### config.mk
export PLATFORM = sky130hd
export DESIGN_NAME = line_write_scheduler
export DESIGN_NICKNAME = d
export VERILOG_FILES = /design/src/rtl/gb_video_pkg.sv /design/src/rtl/line_fifo.sv /design/src/rtl/line_write_scheduler.sv
export SDC_FILE = /design/constraint.sdc
export NUM_CORES = 2
export LEC_CHECK = 0
export ABC_AREA = 1
export CAP_MARGIN = 20
export CORE_UTILIZATION = 54
export CTS_CLUSTER_DIAMETER = 120
export DETAILED_ROUTE_END_ITERATION = 10
export PLACE_DENSITY = 0.83
export SLEW_MARGIN = 10
export SYNTH_ARGS = -nofsm -noshare
export SYNTH_HDL_FRONTEND = slang
export SYNTH_SLANG_ARGS = --single-unit
### constraint.sdc
create_clock -name pixelClk -period 57.7 [get_ports pixelClk]
set_input_delay 17.31 -clock pixelClk [delete_from_list [all_inputs] [get_ports pixelClk]]
set_output_delay 17.31 -clock pixelClk [all_outputs]
set_load 0.02 [all_outputs]
### src/rtl/gb_video_pkg.sv
// Shared video constants and write-scheduler FSM encoding for the line-store path.
package gb_video_pkg;

  localparam int GB_LINE_PIXELS   = 160;
  localparam int GB_VISIBLE_LINES = 144;

  localparam int STATE_W = 3;

  localparam logic [2:0] ST_IDLE   = 3'd0;
  localparam logic [2:0] ST_SETUP  = 3'd1;
  localparam logic [2:0] ST_GUARD  = 3'd2;
  localparam logic [2:0] ST_STROBE = 3'd3;
  localparam logic [2:0] ST_RETIRE = 3'd4;

endpackage

### src/rtl/line_fifo.sv
// Two-entry FIFO; a push while full is taken only when a pop happens in the same cycle.
module line_fifo #(
  parameter int W = 8
) (
  input  logic         clk_i,
  input  logic         rst_i,
  input  logic         push_i,
  input  logic         pop_i,
  input  logic [W-1:0] data_i,
  output logic [W-1:0] data_o,
  output logic         full_o,
  output logic         empty_o
);

  logic [W-1:0] mem_q [2];
  logic         wr_ptr_q;
  logic         rd_ptr_q;
  logic [1:0]   count_q;
  logic         push_ok;
  logic         pop_ok;

  assign full_o  = (count_q == 2'd2);
  assign empty_o = (count_q == 2'd0);
  assign data_o  = mem_q[rd_ptr_q];

  assign push_ok = push_i && (!full_o || pop_i);
  assign pop_ok  = pop_i && !empty_o;

  // Push+pop when full writes the slot being read out this same cycle, which is safe.
  always_ff @(posedge clk_i or posedge rst_i) begin
    if (rst_i) begin
      mem_q[0] <= '0;
      mem_q[1] <= '0;
      wr_ptr_q <= 1'b0;
      rd_ptr_q <= 1'b0;
      count_q  <= 2'd0;
    end else begin
      if (push_ok) begin
        mem_q[wr_ptr_q] <= data_i;
        wr_ptr_q        <= ~wr_ptr_q;
      end
      if (pop_ok) begin
        rd_ptr_q <= ~rd_ptr_q;
      end
      case ({push_ok, pop_ok})
        2'b10:   count_q <= count_q + 2'd1;
        2'b01:   count_q <= count_q - 2'd1;
        default: count_q <= count_q;
      endcase
    end
  end

endmodule

### src/rtl/line_write_scheduler.sv
// Accepts completed PPU lines into a 2-deep queue and writes them into the VGA line
// store, stalling while the target line is the one currently being scanned out.
module line_write_scheduler
  import gb_video_pkg::*;
#(
  parameter int LINE_PIXELS   = GB_LINE_PIXELS,
  parameter int VISIBLE_LINES = GB_VISIBLE_LINES
) (
  input  logic                   pixelClk,
  input  logic                   reset,
  input  logic [7:0]             LY,
  input  logic                   lineReq,
  input  logic [LINE_PIXELS-1:0] lineData0,
  input  logic [LINE_PIXELS-1:0] lineData1,
  output logic                   lineAck,
  input  logic [9:0]             VCount,
  output logic [7:0]             rdAddr,
  output logic                   lineValid,
  output logic                   wrEn,
  output logic [7:0]             wrAddr,
  output logic [LINE_PIXELS-1:0] wrData0,
  output logic [LINE_PIXELS-1:0] wrData1,
  output logic                   busy,
  output logic                   frameDone,
  output logic [STATE_W-1:0]     dbgState
);

  localparam int         ENTRY_W   = 8 + 2 * LINE_PIXELS;
  localparam logic [8:0] VIS_LY    = 9'(VISIBLE_LINES);
  localparam logic [9:0] VIS_VC    = 10'(VISIBLE_LINES);
  localparam logic [7:0] LAST_LINE = 8'(VISIBLE_LINES - 1);

  // Handshake: lineReq is a level held with LY/data stable until lineAck pulses for
  // one cycle; the request is ignored on the cycle lineAck is high so one offer is
  // never consumed twice.
  logic                   ack_q, ack_d;
  logic [7:0]             last_ly_q, last_ly_d;
  logic [STATE_W-1:0]     state_q, state_d;
  logic [7:0]             wr_addr_q;
  logic [LINE_PIXELS-1:0] wr_data0_q;
  logic [LINE_PIXELS-1:0] wr_data1_q;

  logic               fifo_push;
  logic               fifo_pop;
  logic               fifo_full;
  logic               fifo_empty;
  logic [ENTRY_W-1:0] fifo_head;
  logic               load_head;
  logic               guard_hit;
  logic               req_live;
  logic               ly_out_of_range;
  logic               ly_dup;

  line_fifo #(.W(ENTRY_W)) u_fifo (
    .clk_i   (pixelClk),
    .rst_i   (reset),
    .push_i  (fifo_push),
    .pop_i   (fifo_pop),
    .data_i  ({LY, lineData0, lineData1}),
    .data_o  (fifo_head),
    .full_o  (fifo_full),
    .empty_o (fifo_empty)
  );

  assign lineValid = (VCount < VIS_VC);
  assign rdAddr    = lineValid ? VCount[7:0] : 8'd0;

  assign req_live        = lineReq && !ack_q;
  assign ly_out_of_range = ({1'b0, LY} >= VIS_LY);
  assign ly_dup          = (LY == last_ly_q);

  always_comb begin
    ack_d     = 1'b0;
    fifo_push = 1'b0;
    last_ly_d = last_ly_q;
    if (req_live) begin
      if (ly_out_of_range || ly_dup) begin
        ack_d = 1'b1;
      end else if (!fifo_full || fifo_pop) begin
        ack_d     = 1'b1;
        fifo_push = 1'b1;
        last_ly_d = LY;
      end
    end
  end

  assign guard_hit = lineValid && (wr_addr_q == rdAddr);
  assign fifo_pop  = (state_q == ST_RETIRE);

  always_comb begin
    state_d   = state_q;
    load_head = 1'b0;
    case (state_q)
      ST_IDLE: begin
        if (!fifo_empty) begin
          state_d   = ST_SETUP;
          load_head = 1'b1;
        end
      end
      ST_SETUP:  state_d = guard_hit ? ST_GUARD : ST_STROBE;
      ST_GUARD:  state_d = guard_hit ? ST_GUARD : ST_STROBE;
      ST_STROBE: state_d = ST_RETIRE;
      ST_RETIRE: state_d = ST_IDLE;
      default:   state_d = ST_IDLE;
    endcase
  end

  always_ff @(posedge pixelClk or posedge reset) begin
    if (reset) begin
      ack_q      <= 1'b0;
      last_ly_q  <= 8'hFF;
      state_q    <= ST_IDLE;
      wr_addr_q  <= 8'd0;
      wr_data0_q <= '0;
      wr_data1_q <= '0;
    end else begin
      ack_q     <= ack_d;
      last_ly_q <= last_ly_d;
      state_q   <= state_d;
      if (load_head) begin
        wr_addr_q  <= fifo_head[ENTRY_W-1 -: 8];
        wr_data0_q <= fifo_head[2*LINE_PIXELS-1 -: LINE_PIXELS];
        wr_data1_q <= fifo_head[LINE_PIXELS-1:0];
      end
    end
  end

  assign lineAck   = ack_q;
  assign wrEn      = (state_q == ST_STROBE);
  assign wrAddr    = wr_addr_q;
  assign wrData0   = wr_data0_q;
  assign wrData1   = wr_data1_q;
  assign busy      = !fifo_empty || (state_q != ST_IDLE);
  assign frameDone = fifo_pop && (wr_addr_q == LAST_LINE);
  assign dbgState  = state_q;

endmodule

Word level (Yosys, flattened, before mapping). Cells that the tools add are included. W data, S select, Z words.

Logic and storage cells: 70. Output and inout bits: 344. Flip-flop bits (word level): 1000. Bits of input ports: 341.

Equal/unequal tests: 11. Bitwise logic cells: 5. Reductions and logical operators: 18. Magnitude comparators: 5. Mux-type cells: 18. Add/subtract/negate cells: 2.

Operators with widths (count): $mux W328 (4); $bwmux W656 (1); $demux W328 S1 (1); $eq A8 B8 Y1 (2); $lt A10 B8 Y1 const B (1); $pmux W3 S3 (1); $eq A8 B8 Y1 const B (1); $ge A8 B8 Y1 const B (1); $mux W1 (8); $mux W8 (1); $eq A3 B2 Y1 const B (2); $logic_and A1 B1 Y1 (6); $eq A2 B2 Y1 const B (2); $ge A2 B2 Y1 const B (2); $not A1 Y2 (2); $pmux W2 S2 (1); $eq A3 B1 Y1 const B (1); $eq A3 B3 Y1 const B (1); $logic_not A1 Y1 (3); $logic_not A3 Y1 (1); $logic_or A1 B1 Y1 (3); $mux W3 (1); $not A1 Y1 (3); $reduce_and A3 Y1 (1); other kinds (9) (9).

Depth between registers and ports, before layout.
Depth after elaboration: 9. Mapped depth: 11. Mapped depth without buffers: 10.

Modules after synthesis. Synthesis repeated with hierarchy kept, for this count alone.

Cells, all modules: 4835. Area, all modules: 44592.8 um^2.

Modules (own cells, without submodules): line_fifo (cells an instance 4002, area each 31147.4 um^2, sequential area each 16515.8 um^2, instances 1); line_write_scheduler (cells an instance 833, area each 13445.4 um^2, sequential area each 8518.2 um^2, instances 1).

Worst setup path after synthesis. Ideal clock, no wire load.

Path type: input-to-output. Start point: in VCount[6]. End point: out rdAddr[6]. Stages: 7. Required time: 40390 ps. Path slack: 22260 ps. Path buffers: 0. Arrival: 18130 ps. Cell sequence: nor2_1 nand2_1 nand2_1 nand2_1 inv_1 nand2_1 inv_1.

Word-level cells in the longest chain between the ends: 2.

Ends and longest elaborated chain: start, declared (RTL line line_write_scheduler.sv:16) `input logic [9:0] VCount,`; $lt A10 B8 Y1 (RTL line line_write_scheduler.sv:65) `assign lineValid = (VCount < VIS_VC);`; named net lineValid (RTL line line_write_scheduler.sv:18) `output logic lineValid,`; $mux W8 (RTL line line_write_scheduler.sv:66) `assign rdAddr = lineValid ? VCount[7:0] : 8'd0;`; end, declared (RTL line line_write_scheduler.sv:17) `output logic [7:0] rdAddr,`.

The timed path passes the listed nets, and every way through them passes these cells.

Worst setup path after layout.
Start point: in VCount[6]. End point: out rdAddr[6].

Word-level cells in the longest chain between the ends: 2.

Ends and longest elaborated chain (RTL line): $lt A10 B8 Y1 (line_write_scheduler.sv:65); $mux W8 (*) (line_write_scheduler.sv:66).

Every way passes the cells marked *; elsewhere a longest branch is shown, timed or not.

==> results.md <==
* Status: complete, no violations
* Chip Height at 280 microns
* CP startpoint kind: input pin
* Total negative slack at 0 ns
* Floorplan row count at 101
* Routed len/inst at 18.7 microns
* Crit path capture type: primary output
* Kind of critical path: in2out
* Root Driver: clkbuf_16
* CTS Hold Bufs at 0
* Layout cells sized above 1 at 10.1%
* ANT nets after route at 0
* Setup Buffers After CTS at 0
* Initial antenna violation count at 37
* Vias in the first global route at 31800
* PD cells at 60.2 nW/um^2
* Predominant post-synthesis flop cell: dfrtp_1
* #FFs+latches synth at 1000
* Overflow after GRT at 0
* Asr flop ratio synth at 100%
* Total routed wirelength at 113000 microns
* Cell Chain, Critical Path: clkdlybuf4s50_1, nor2_1, nand2_1, nand2_1, nand2_1, inv_1, nand2_1, inv_1, clkdlybuf4s50_1
* R2r setup slk at 53.03 ns
* Worst Tran Pin Value at 1.14 ns
* Reg area at 25000 sq um
* Hold Path Class: reg2reg
* Multi-input logic area at 13500 sq um
* Max VDD drop at 52.4 uV
* CTS tree: built
* Clk_skew at 0.0213 ns
* Synth Instances at 4371
* Die W at 280 microns
* WP buf/inv at 4
* Placed Cells at 5829
* Drt drc at 0
* Clock-pin slew on the worst setup and hold paths at 0.06 ns
* Cell area after synthesis at 41800 sq um
* Clock Path Buffers at 3
* Post-synthesis sequential area ratio at 59.9%
* Post-CTS Resized at 0
* Vias per cell at 5.40
* Post-synth cell types at 31
* Core Area at 76300 sq um
* RSZ-0062 raised after global routing: no
* Final #Nets at 5246
* Filler cell count at 5539
* Slew Limit Fails at 0
* Die ar. at 78500 sq um
* Crit Path Max Fanout at 9
* Leakage Power at 24.9 nW
* Most common cell after layout, fill and taps aside: nand2_1
* First-pass GRT wire length at 176000 microns
* First-pass iteration count of the detailed router at 6
* Arr. time, crit path at 19.42 ns
* Area grow syn2layout at 24.7%
* Max-cap viol count at 0
* Tmin final at 36.73 ns
* YS warnings at 0
* Max incr delay on CP at 0.59 ns
* Post-synth EDFFs at 0
* Slowest-stage cell, CP: clkdlybuf4s50_1
* Global Route Usage Sum at 28.6%
* Slew headroom at 23.7%
* Post-route insts no fill at 6052
* Final HPWL DP at 70400 microns
* Starting Density at 54.8%
* Clk Latency, worst-skew pair at 0.66 ns
* Cell family with most CP delay: buffers and inverters
* Final hold vios at 0
* Endpoints failing setup at 0
* Port bufs at 684
* Final GP Congestion at 0.852
* Critical Path Most Common Cell: nand2_1
* Max H-tree Level at 3
* Clk sinks at 1000
* Syn Area/Cell at 9.56 sq um
* Routed vias at 32700
* Syn_nets at 4713
* Largest net degree at the start of global routing at 239
* Critical Path RT at 40.39 ns
* CTS Buf Count at 103
* Most frequent cells in the layout: nand2_1, dfrtp_1, clkdlybuf4s50_1
* FMAX at 27.2 MHz
* Crit share post-route at 63.7%
* DRC violation total after the first TritonRoute iteration at 3071
* # IOs at 685
## Yosys cell counts (2+ instances only)
cell type	count	area (sq um)
o31ai_1	328	2460
inv_2	3	11.3
o21ai_2	264	2310
o21ai_0	39	195
nor3_1	3	15.0
dfstp_2	8	210
xor2_1	8	70.1
buf_4	38	285
nand3_1	7	35.0
nand4_1	5	31.3
o21ai_1	366	1830
buf_1	6	22.5
nand4_4	2	42.5
nor2_2	2	12.5
nor2_1	670	2510
a21oi_1	3	15.0
inv_1	350	1310
dfrtp_1	992	24800
nand2_1	1017	3820
xnor2_1	5	43.8
clkbuf_1	76	285
buf_6	82	923
buf_2	89	445
## sequential cells by signal, summed over array words and instances (netlist names)
register / count
u_fifo.mem_q: 656
wrData0: 160
wrData1: 160
last_ly_q: 8
wrAddr: 8
dbgState: 3
u_fifo.count_q: 2
lineAck: 1
u_fifo.rd_ptr_q: 1
u_fifo.wr_ptr_q: 1
## worst paths after layout
kind                                   from                end  cells after the start
worst max-delay path              VCount[6]          rdAddr[6]                      9
worst min-delay path            wrData0[86]        wrData0[86]                      2
worst max register to register  dbgState[2]  u_fifo.mem_q[227]                     10
worst min register to register  wrData0[86]        wrData0[86]                      2
max in group asynchronous             reset        wrData1[30]                      5
min in group asynchronous             reset  u_fifo.mem_q[203]                      2
## worst min-delay path, cell delays in order, from the launching register on
cell     delay, ns
dfrtp_1       0.34
nand2_1       0.05
o31ai_1       0.05
## power breakdown
| group | switching, mW | internal [mW] | leakage (nW) | total [mW] |
|---|---|---|---|---|
| sequential | 0.192 | 1.03 | 12.5 | 1.22 |
| clock | 0.283 | 0.431 | 1.83 | 0.714 |
| combinational | 0.726 | 0.475 | 10.5 | 1.20 |
## metal layers
metal	up-vias	track usage, %	part of all wire, %
met2	1166	45.5	48
met5	-	0	0.084
met3	287	7.24	7.8
met1	16000	35.6	39
met4	16	16.1	5.4
li1	15300	-	-
## final cells by class
type / count / area share [%]
multi-input cells: 2727 / 25.9
repair buffers: 719 / 13.8
flip-flops and latches: 1000 / 48.0
diodes: 30 / 0.144
clock buffers: 144 / 5.82
inverters: 353 / 2.57
well taps: 1030 / 2.47
clock inverters: 49 / 1.31
## per-stage QoR
stage / power [mW] / hold slack [ns] / setup WS, ns / area, sq um / util (%)
4_1_cts: 3.15 / 0.482 / 20.99 / 52100 / 68.2
6_report: 3.14 / 0.479 / 20.97 / 52100 / 68.3
5_1_grt: 3.33 / 0.496 / 20.92 / 52100 / 68.3
3_5_place_dp: 2.41 / 0.467 / 20.99 / 48300 / 63.3
2_1_floorplan: 1.99 / 0.454 / 12.27 / 41800 / -
3_3_place_gp: 2.36 / 0.462 / 21.01 / 48300 / 63.3
## cells by family (layout without fill, tap and decap cells)
group           Yosys count  count (layout)  share of synthesized area [%]
simple gates           1712            1712                           15.6
compound gates         1001            1001                           16.4
flops                  1000            1000                           59.9
buf+inv                 644            1265                           7.86
xor+xnor                 13              13                          0.272
fa+ha+maj                 1               1                         0.0299
other cells               0              30                              0
No activity file was read; power rests on OpenSTA's default activity.
==> variant (same settings) <==
Reset style: synchronous (`reset` and `rst_i`), changed in 2 clocked blocks.
--- a/src/rtl/line_fifo.sv
+++ b/src/rtl/line_fifo.sv
@@ -27,7 +27,7 @@
   assign pop_ok  = pop_i && !empty_o;
 
   // Push+pop when full writes the slot being read out this same cycle, which is safe.
-  always_ff @(posedge clk_i or posedge rst_i) begin
+  always_ff @(posedge clk_i) begin
     if (rst_i) begin
       mem_q[0] <= '0;
       mem_q[1] <= '0;
--- a/src/rtl/line_write_scheduler.sv
+++ b/src/rtl/line_write_scheduler.sv
@@ -105,7 +105,7 @@
     endcase
   end
 
-  always_ff @(posedge pixelClk or posedge reset) begin
+  always_ff @(posedge pixelClk) begin
     if (reset) begin
       ack_q      <= 1'b0;
       last_ly_q  <= 8'hFF;
Formal check against the unedited RTL: differs if reset is asserted again (counterexample within 4 cycles, from zero or initial values and one cycle with reset high); with reset held inactive, the same outputs for 4 cycles.
==> variant against the original RTL <==
- routed wire length increased by 4.5%
- sequential cell count unchanged
- worst setup slack got worse by 0.46 ns
- area after synthesis decreased by 2.3%
- non-clock buffer count increased by 1
- first-iteration DRC count decreased by 3.2%
- die area decreased by 2.3%
- final area decreased by 2.0%
- cell count decreased by 0.73%
- critical path type unchanged
Power is not compared: it rests on default switching activity, and its combinational part moved more than twofold at a synthesized area within 25%.
==> variant: results (changes against the original RTL) <==
Synth area leaders: edfxtp_1 48%, dfxtp_1 17%, nand2_1 12%, nor2_1 6.2%, nand3_1 4.3%
final RePlAce weighted congestion: 0.875 (+2.7%)
Synth cell types: 30 (-3.2%)
Post-DP HPWL: 69.7 mm (-1.0%)
reg-to-reg critical path startpoint: dbgState[0]
Crit-path slowest cell: nor2_1
met1 usage: 35.9% (+0.36 points)
fin nets: 5264 (+0.34%)
WHS: 0.457 ns (-0.0222 ns)
worst setup path start: VCount[9]
number of fill cells: 5338 (-3.6%)
endpoint of the worst hold path: wrData0[75]
CTS buffer count: 99 (-3.9%)
largest net degree at the start of global routing: 176 (-26%)
drt wl/cell: 19.7 um (+5.2%)
r2r setup slk: 53.00 ns (-0.03 ns)
end of the worst register-to-register path: u_fifo.mem_q[1][258]
sequential cell area fraction in the yosys report: 65.1% (+5.2 points)
vias in the first global route: 31.8k (-0.17%)
Detailed Route Iter0 Violations: 2974 (-3.2%)
first-pass GRT wire length: 179 mm (+1.9%)
Pre-antenna DRT Iters: 5 (-1)
Worst Path Max Fanout: 11 (+2)
Main synth FF type: edfxtp_1
outcome: completed
Post-Synthesis Net Count: 4734 (+0.45%)
fraction of registers with async set/reset: 0% (-100 points)
R2R cell count: 8 (-2)
==> variant: kinds of logic after synthesis <==
logic type | share of synthesized area [%]
simple gates | 23.2
buf+inv | 7.25
xor+xnor | 0.129
flops | 65.1
fa+ha+maj | 0.0306
compound gates | 4.28
==> variant: worst max-delay path by stage <==
| stage | end | cells past startpoint |
|---|---|---|
| floorplan | rdAddr[3] | 4 |
| global placement | rdAddr[2] | 5 |
| detailed placement | rdAddr[2] | 5 |
| CTS | rdAddr[2] | 5 |
| global route | rdAddr[2] | 5 |
| finish | rdAddr[2] | 5 |
==> variant: tightest hold or removal path: cells and delay by family (launching register included) <==
family,cells,cell delay [ns]
DFF,1,0.31
and+or+nand+nor,1,0.06
AOI/OAI and AO/OA,1,0.05
==> variant: through the flow <==
step	power, uW	utilization [%]	cells	instance area [sq um]	setup slack [ns]
floorplan	958	-	4392	40800	22.23
finish	1690	68.6	6008	51100	20.51
CTS	1690	68.4	5975	51000	20.58
detailed placement	1040	63.9	5788	47600	20.59
global route	1740	68.5	6006	51100	20.47
global placement	1040	63.8	5787	47600	20.63
==> variant: routing by layer <==
| layer | vias to the layer above | routed length [um] |
|---|---|---|
| met4 | 20 | 7560 |
| met2 | 1629 | 57600 |
| met3 | 395 | 10700 |
| met5 | - | 126 |
| met1 | 15500 | 42600 |
| li1 | 15100 | - |
==> variant: layout make-up <==
class | count | area (sq um) | area share, %
sequential | 1000 | 26600 | 52.0
multi-input combinational | 2744 | 11300 | 22.2
timing repair buffer | 720 | 7220 | 14.1
clock buffer | 149 | 2900 | 5.67
inverter | 357 | 1350 | 2.64
tap | 969 | 1210 | 2.37
clock inverter | 38 | 450 | 0.881
antenna | 31 | 77.6 | 0.152
